## src/rtl/sdram_arb_pkg.sv

```systemverilog
// Shared definitions for the SDRAM bus arbiter: FSM state encoding and owner codes.
package sdram_arb_pkg;

  typedef enum logic [2:0] {
    ST_IDLE     = 3'd0,
    ST_RFC_GNT  = 3'd1,
    ST_RFC_WAIT = 3'd2,
    ST_OWN0     = 3'd3,
    ST_OWN1     = 3'd4
  } state_e;

  localparam logic [1:0] SEL_NONE = 2'd0;
  localparam logic [1:0] SEL_C0   = 2'd1;
  localparam logic [1:0] SEL_C1   = 2'd2;
  localparam logic [1:0] SEL_RFC  = 2'd3;

  function automatic logic [1:0] sel_of(input state_e s);
    case (s)
      ST_RFC_GNT, ST_RFC_WAIT: return SEL_RFC;
      ST_OWN0:                 return SEL_C0;
      ST_OWN1:                 return SEL_C1;
      default:                 return SEL_NONE;
    endcase
  endfunction

endpackage

```

## src/rtl/hold_cnt.sv

```systemverilog
// Saturating ownership hold counter; o_at_max looks at the value the counter takes after this cycle.
module hold_cnt #(
  parameter int HOLD_MAX = 64,
  parameter int CNT_BITS = 7
) (
  input  logic clk_i,
  input  logic rst_i,
  input  logic i_clear,
  input  logic i_en,
  output logic o_at_max
);

  localparam logic [CNT_BITS-1:0] MAX_VAL = CNT_BITS'(HOLD_MAX);

  logic [CNT_BITS-1:0] r_cnt;
  logic [CNT_BITS-1:0] w_cnt_nxt;
  logic                w_sat;

  assign w_sat = (r_cnt >= MAX_VAL);

  // NOTE: every always_comb output gets a default first so no path leaves it unassigned (no latch).
  always_comb begin
    w_cnt_nxt = r_cnt;
    if (i_clear)
      w_cnt_nxt = '0;
    else if (i_en && !w_sat)
      w_cnt_nxt = r_cnt + CNT_BITS'(1);
  end

  // NOTE: sequential state uses non-blocking assignments so all flops update together at the edge.
  always_ff @(posedge clk_i) begin
    if (!rst_i)
      r_cnt <= '0;
    else
      r_cnt <= w_cnt_nxt;
  end

  assign o_at_max = (w_cnt_nxt >= MAX_VAL);

endmodule

```

## src/rtl/sdram_arb.sv

```systemverilog
// SDRAM bus arbiter: refresh first, then two clients, with a yield request after a long hold.
// Define ARB_RR_EN to alternate client ties; otherwise client 0 always wins ties.
module sdram_arb
  import sdram_arb_pkg::*;
#(
  parameter int HOLD_MAX = 64,
  parameter int CNT_BITS = 7
) (
  input  logic       clk_i,
  input  logic       rst_i,
  input  logic       rfc_req_i,
  output logic       rfc_gnt_o,
  input  logic       rfc_busy_i,
  input  logic       c0_req_i,
  output logic       c0_gnt_o,
  input  logic       c1_req_i,
  output logic       c1_gnt_o,
  output logic       yield_o,
  output logic [1:0] sel_o
);

  state_e     r_state;
  state_e     w_next;
  logic       w_tie_c1;
  logic       w_in_own;
  logic       w_enter_own;
  logic       w_stay_own;
  logic       w_at_max;
  logic       r_rfc_gnt;
  logic       r_c0_gnt;
  logic       r_c1_gnt;
  logic       r_yield;
  logic [1:0] r_sel;

  always_comb begin
    w_next = r_state;
    case (r_state)
      ST_IDLE: begin
        if (rfc_req_i)                w_next = ST_RFC_GNT;
        else if (c0_req_i && c1_req_i) w_next = w_tie_c1 ? ST_OWN1 : ST_OWN0;
        else if (c0_req_i)            w_next = ST_OWN0;
        else if (c1_req_i)            w_next = ST_OWN1;
      end
      ST_RFC_GNT:  w_next = ST_RFC_WAIT;
      ST_RFC_WAIT: if (!rfc_busy_i) w_next = ST_IDLE;
      ST_OWN0:     if (!c0_req_i)   w_next = ST_IDLE;
      ST_OWN1:     if (!c1_req_i)   w_next = ST_IDLE;
      default:     w_next = ST_IDLE;
    endcase
  end

  assign w_in_own    = (r_state == ST_OWN0) || (r_state == ST_OWN1);
  assign w_enter_own = (r_state == ST_IDLE) && ((w_next == ST_OWN0) || (w_next == ST_OWN1));
  assign w_stay_own  = w_in_own && (w_next == r_state);

`ifdef ARB_RR_EN
  // Records which client won last; a tie goes to the other one.
  logic r_last_c1;

  always_ff @(posedge clk_i) begin
    if (!rst_i)
      r_last_c1 <= 1'b1;
    else if (w_enter_own)
      r_last_c1 <= (w_next == ST_OWN1);
  end

  assign w_tie_c1 = !r_last_c1;
`else
  assign w_tie_c1 = 1'b0;
`endif

  hold_cnt #(
    .HOLD_MAX (HOLD_MAX),
    .CNT_BITS (CNT_BITS)
  ) u_hold_cnt (
    .clk_i    (clk_i),
    .rst_i    (rst_i),
    .i_clear  (w_enter_own),
    .i_en     (w_in_own),
    .o_at_max (w_at_max)
  );

  // Outputs are decoded from the next state so each register matches the state it accompanies.
  always_ff @(posedge clk_i) begin
    if (!rst_i) begin
      r_state   <= ST_IDLE;
      r_rfc_gnt <= 1'b0;
      r_c0_gnt  <= 1'b0;
      r_c1_gnt  <= 1'b0;
      r_yield   <= 1'b0;
      r_sel     <= SEL_NONE;
    end else begin
      r_state   <= w_next;
      r_rfc_gnt <= (w_next == ST_RFC_GNT);
      r_c0_gnt  <= (w_next == ST_OWN0);
      r_c1_gnt  <= (w_next == ST_OWN1);
      r_yield   <= w_stay_own && rfc_req_i && w_at_max;
      r_sel     <= sel_of(w_next);
    end
  end

  assign rfc_gnt_o = r_rfc_gnt;
  assign c0_gnt_o  = r_c0_gnt;
  assign c1_gnt_o  = r_c1_gnt;
  assign yield_o   = r_yield;
  assign sel_o     = r_sel;

endmodule

```

## config.mk

```make
export PLATFORM = sky130hd
export DESIGN_NAME = sdram_arb
export DESIGN_NICKNAME = d
export VERILOG_FILES = /design/src/rtl/sdram_arb_pkg.sv /design/src/rtl/hold_cnt.sv /design/src/rtl/sdram_arb.sv
export SDC_FILE = /design/constraint.sdc
export NUM_CORES = 1
export LEC_CHECK = 0
export CELL_PAD_IN_SITES_DETAIL_PLACEMENT = 0
export CELL_PAD_IN_SITES_GLOBAL_PLACEMENT = 2
export CORE_MARGIN = 2
export CORE_UTILIZATION = 33
export DETAILED_ROUTE_END_ITERATION = 7
export PLACE_DENSITY_LB_ADDON = 0.1
export RECOVER_POWER = 100
export SKIP_LAST_GASP = 1
export SYNTH_ARGS = -nofsm -noshare
export SYNTH_HDL_FRONTEND = slang
export SYNTH_SLANG_ARGS = --single-unit
```

## constraint.sdc

```tcl
create_clock -name clk_i -period 3.4 [get_ports clk_i]
set_input_delay 0.51 -clock clk_i [delete_from_list [all_inputs] [get_ports clk_i]]
set_output_delay 0.51 -clock clk_i [all_outputs]
set_load 0.02 [all_outputs]
```

==> metrics.txt, run 1 <==
Setup crit start kind=flip-flop; Detail Route Antenna Nets=0; vias=582; syn_area_per_cell=roughly 9.4 um2; I/O Buffers=11; FILL cells=around 210; antenna diode count=0; Slew Limit Fails=0; wire per inst=12.21 um; register area=320.3 um2; worst vdd ir=about 220 uV; CTS H-tree depth=1; Seq/Total Area, Yosys=44.99%; die height=between 50 and 60 um; Layout area overhead=19.33%; combinational share of power=15.6%; CTS resizes=0; GP Congestion=0.7089; worst slack, placed=1.505 ns; vias in the first global route=536; CTS clock-pin slew for the worst setup and hold paths=around 0.090 ns; crit path time final=2.120 ns; setup tns final=0 ns; DR vias/cell=5.061; cell count after synthesis=between 70 and 80; antenna violations before repair=0; Top-Level Pins=12; initial DRC count=15; FF+latch count, synth=16; Multi-input gate area=341.6 um2; Setup Buffers After CTS=0; Finished Cell Area=849.6 um2; Critical Path End Type=flip-flop; critical path data arrival time=2.34 ns; wire length of the first global-routing pass=2.449 mm; Final period util=62.34%; Rel. slew slack=31.37%; Mapped Nets=83; skew final=0.001815 ns; die area=0.002545 mm2; Critical path origin=r_state[2]; ys flop type=dfxtp_1; max-cap violations=0; CTS Root Cell=clkbuf_4; final setup fails=0; Post-synth EDFFs=0; die width=50.45 um; total iterations of the first detailed-routing run=4; synth unique cells=31; grt ovf=0; Hold Path Class=reg2reg; status=complete, no violations; Cell Area, Placed=828.3 um2; most common cell after layout, fill and taps aside=dfxtp_1; total CTS buffers=3; switching share of power=26.06%; Cell Area, Synth=711.9 um2; share of cells above drive strength 1=around 5.7%; CTS max path bufs=2; Psw=102.8 uW; clk sink count=16; fin util=between 40% and 50%; final WL=approximately 1.4 mm; CTS tree=done; Starting Density=35.56%; largest net degree at the start of global routing=12; WP data required=3.62 ns; Synth async-reset ratio=0%; final hold viol count=0; Clock power frac=31.2%; Max Fclk=between 0.4 and 0.5 GHz; internal power=around 290 uW; highest net fanout along the worst path=11; DRC viols=0; Worst-Skew Late Latency=0.28 ns; Slew @ Worst Pin=1.015 ns; NumNets Final=96; Reg-to-Reg Start=r_state[2]; register share of total power=53.2%; commonest non-fill, non-tap cells in the layout=dfxtp_1 (16), nor2_1 (11), dlygate4sd3_1 (8); Final HPWL DP=1.002 mm; Core Box Area=0.002002 mm2; Pwr per Cell Area=464.3 mW/mm2; setup ws final=1.280 ns; global-route usage over all layers=12.94%; LEAKAGE=0.3439 nW; RSZ-0062 raised after global routing=no; hold_buf cts=0; min-delay src=u_hold_cnt.r_cnt[1]; Worst Setup Path Type=reg2reg; FP Rows=16; Yosys warnings=0
[cell families (layout without fill, tap and decap cells)]
family / after synthesis / count (layout) / synth area share, %
xor gates and xnor gates: 4 / 4 / 4.920
buffers and inverters: 5 / 17 / 4.920
AOI/OAI and AO/OA: 20 / 20 / 19.16
DFF: 16 / 16 / 44.99
and+or+nand+nor: 30 / 30 / 24.26
adders and majority gates: 1 / 1 / 1.757
[metrics by stage]
| stage | cells | total power [mW] | hold slack, ns |
|---|---|---|---|
| finish | 115 | 0.3944 | 0.4972 |
| global placement | 111 | 0.2829 | 0.4745 |
| detailed placement | 111 | 0.2806 | 0.4839 |
| CTS | 115 | 0.4060 | 0.4983 |
| global route | 115 | 0.4208 | 0.5595 |
| floorplan | 76 | 0.2588 | 0.4621 |
[layout make-up]
type                            count  share of cell area [%]
Multi-Input combinational cell     55                   40.21
Sequential cell                    16                   37.70
Timing Repair Buffer               11                   12.96
Clock buffer                        4                   4.271
Tap cell                           27                   3.976
Inverter                            2                  0.8837
[state kept, by name, indices dropped and copies added, names as in the netlist]
| signal | count |
|---|---|
| u_hold_cnt.r_cnt | 7 |
| r_state | 3 |
| sel_o | 2 |
| c0_gnt_o | 1 |
| c1_gnt_o | 1 |
| rfc_gnt_o | 1 |
| yield_o | 1 |
[power by group through the flow]
| stage | logic [mW] | registers [mW] | clock network [mW] |
|---|---|---|---|
| finish | 0.0617 | 0.210 | 0.123 |
| global route | 0.0685 | 0.211 | 0.141 |
| CTS | 0.0657 | 0.211 | 0.129 |
| detailed placement | 0.0654 | 0.215 | 0 |
| global placement | 0.0663 | 0.217 | 0 |
| floorplan | 0.0445 | 0.214 | 0 |
[per-layer routing]
layer	wire length, um	up-vias	GRT usage (%)
met3	83	2	6.845
met1	734	266	17.83
met4	13	0	5.856
met5	0	-	0
li1	-	304	-
met2	572	10	16.23
[path summary, 6_finish.rpt]
check	endpoint	depth (start not counted)	slack (ns)
max reg2reg	u_hold_cnt.r_cnt[4]	4	1.28
max	u_hold_cnt.r_cnt[4]	4	1.28
min reg2reg	u_hold_cnt.r_cnt[1]	2	0.50
min	u_hold_cnt.r_cnt[1]	2	0.50
[synthesized netlist by cell type (2+ instances only)]
master	number	area (um2)
a211o_1	2	17.52
a21oi_1	3	15.01
a31oi_1	3	18.77
buf_6	2	22.52
dfxtp_1	16	320.3
inv_1	2	7.510
nand2_1	4	15.01
nand3_1	2	10.01
nor2_1	11	41.29
nor3_1	2	10.01
o211ai_1	2	15.01
o21ai_0	5	25.02
xor2_1	4	35.03
[critical path, cell delays in order, from the launching register on]
cell     delay, ns
dfxtp_1       0.52
nor4b_1       0.86
nor2_2        0.14
or3_1         0.38
a21oi_1       0.14
No activity file was read; power rests on OpenSTA's default activity.
==> run 2: changes to the inputs <==
--- a/config.mk
+++ b/config.mk
@@ -8,7 +8,7 @@
 export CELL_PAD_IN_SITES_DETAIL_PLACEMENT = 0
 export CELL_PAD_IN_SITES_GLOBAL_PLACEMENT = 2
 export CORE_MARGIN = 2
-export CORE_UTILIZATION = 33
+export CORE_UTILIZATION = 30
 export DETAILED_ROUTE_END_ITERATION = 7
 export PLACE_DENSITY_LB_ADDON = 0.1
 export RECOVER_POWER = 100
==> constraint.sdc (replaced) <==
create_clock -name clk_i -period 2.05 [get_ports clk_i]
set_input_delay 0.3075 -clock clk_i [delete_from_list [all_inputs] [get_ports clk_i]]
set_output_delay 0.3075 -clock clk_i [all_outputs]
set_load 0.02 [all_outputs]
==> metrics.txt, run 2 (synthesized netlist as in run 1, its figures left out) <==
status=complete, no violations; CTS tree=done; Top-Level Pins=12 (unchanged); Cell Area, Placed=829.5 um2 (+0.15%); Max Fclk=0.6033 GHz (+28%); critical path data arrival time=1.87 ns (-0.47 ns); final hold viol count=0 (unchanged); vias=591 (+1.5%); fin util=38.66% (-3.8 points); antenna violations before repair=0 (unchanged); crit path cell chain=nor4b_4, nor2_1, or3_1, a21oi_1; Multi-input gate area=354.1 um2 (+3.7%); register area=320.3 um2 (unchanged); commonest non-fill, non-tap cells in the layout=dfxtp_1 (16), nor2_1 (12), dlygate4sd3_1 (7); final setup fails=0 (unchanged); setup ws final=0.3926 ns (-0.8878 ns); NumNets Final=96 (unchanged); CTS clock-pin slew for the worst setup and hold paths=0.09 ns (about the same); Final HPWL DP=1.114 mm (+11%); share of cells above drive strength 1=5.682% (unchanged); wire length of the first global-routing pass=2.366 mm (-3.4%); vias in the first global route=531 (-0.93%); Worst Setup Path Type=reg2reg; wire per inst=12.70 um (+4.0%); Hold Path Class=reg2reg; setup tns final=0 ns (unchanged); die width=52.72 um (+4.5%); CTS Root Cell=clkbuf_4; Layout area overhead=21.27%; Most flops, register=u_hold_cnt.r_cnt; Finished Cell Area=863.3 um2 (+1.6%); Setup Buffers After CTS=0 (unchanged); total CTS buffers=3 (unchanged); largest net degree at the start of global routing=12 (unchanged); Rel. slew slack=74.79% (+43 points); Pwr per Cell Area=762.2 mW/mm2 (+64%); CTS max path bufs=2 (unchanged); CTS H-tree depth=1 (unchanged); max reg flops=7 (unchanged); Slew @ Worst Pin=0.3777 ns (-0.6375 ns); slowest CP cell=dfxtp_1; die area=0.002779 mm2 (+9.2%); crit path time final=1.657 ns (-0.4622 ns); total iterations of the first detailed-routing run=4 (unchanged); grt ovf=0 (unchanged); RSZ-0062 raised after global routing=no; DRC viols=0 (unchanged); I/O Buffers=11 (unchanged); Setup crit start kind=flip-flop; WP data required=2.27 ns (-1.35 ns); Detail Route Antenna Nets=0 (unchanged); FP Rows=17 (+1); worst slack, placed=0.2541 ns (-1.251 ns); Core Box Area=0.002233 mm2 (+12%); antenna diode count=0 (unchanged); final WL=1.473 mm (+4.9%); Critical Path End Type=flip-flop; worst vdd ir=330.7 uV (+47%); clk sink count=16 (unchanged); Slew Limit Fails=0 (unchanged); global-route usage over all layers=11.79% (-1.1 points); max-cap violations=0 (unchanged); most common cell after layout, fill and taps aside=dfxtp_1; die height=52.72 um (+4.5%); highest net fanout along the worst path=11 (unchanged); skew final=0.003306 ns (+0.001491 ns); Final period util=80.85% (+19 points); Worst-Skew Late Latency=0.28 ns (about the same); initial DRC count=7 (-8); Max stage delay on crit path=0.56 ns (-0.30 ns); Starting Density=31.88% (-3.7 points); DR vias/cell=5.095 (+0.67%); hold_buf cts=0 (unchanged); FILL cells=246 (+19%); LEAKAGE=0.3442 nW (about the same); GP Congestion=0.6712 (-5.3%); CTS resizes=0 (unchanged)
run 2: cell count changes in the layout (fill, tap and decap cells not counted), sizes merged:
cell,change
clkdlybuf4s50,+1
dlygate4sd3,-1
run 2: report_power, final:
part / internal, mW / leakage [nW] / switching, mW
clock network: 0.108 / 0.0210 / 0.0955
logic: 0.0482 / 0.193 / 0.0565
registers: 0.328 / 0.130 / 0.0214
total: 0.485 / 0.344 / 0.173
run 2: worst paths after layout:
path / end / slack, ns / depth (start not counted) / start
min reg2reg: u_hold_cnt.r_cnt[1] / 0.49 / 2 / u_hold_cnt.r_cnt[1]
max reg2reg: u_hold_cnt.r_cnt[4] / 0.39 / 4 / r_state[2]
max: u_hold_cnt.r_cnt[4] / 0.39 / 4 / r_state[2]
min: u_hold_cnt.r_cnt[1] / 0.49 / 2 / u_hold_cnt.r_cnt[1]
run 2: critical path: cells and delay by family, from the launching register on:
family	cells	cell delay [ns]
and+or+nand+nor	3	0.91
DFF	1	0.56
AOI/OAI and AO/OA	1	0.13
run 2: layout make-up:
class	count	share of cell area, %
clock buffer	4	4.203
inverter	2	0.8696
multi-input combinational	55	41.01
sequential	16	37.10
tap	28	4.058
timing repair buffer	11	12.75
run 2: per-layer routing:
metal / share of wire (%) / track usage (%) / wire length [um] / up-vias
met3: 2.9 / 2.571 / 43 / 2
li1: - / - / - / 305
met5: 0 / 0 / 0 / -
met2: 48 / 18.75 / 706 / 7
met4: 0.95 / 6.410 / 14 / 0
met1: 48 / 14.66 / 708 / 277
run 2: stage by stage:
stage	hold WS (ns)	total power [mW]	std cells
after floorplan	0.4292	0.4292	76
after global placement	0.4859	0.4687	112
after detailed placement	0.4882	0.4676	112
after CTS	0.5001	0.6780	116
after global routing	0.5255	0.6976	116
final	0.4947	0.6580	116
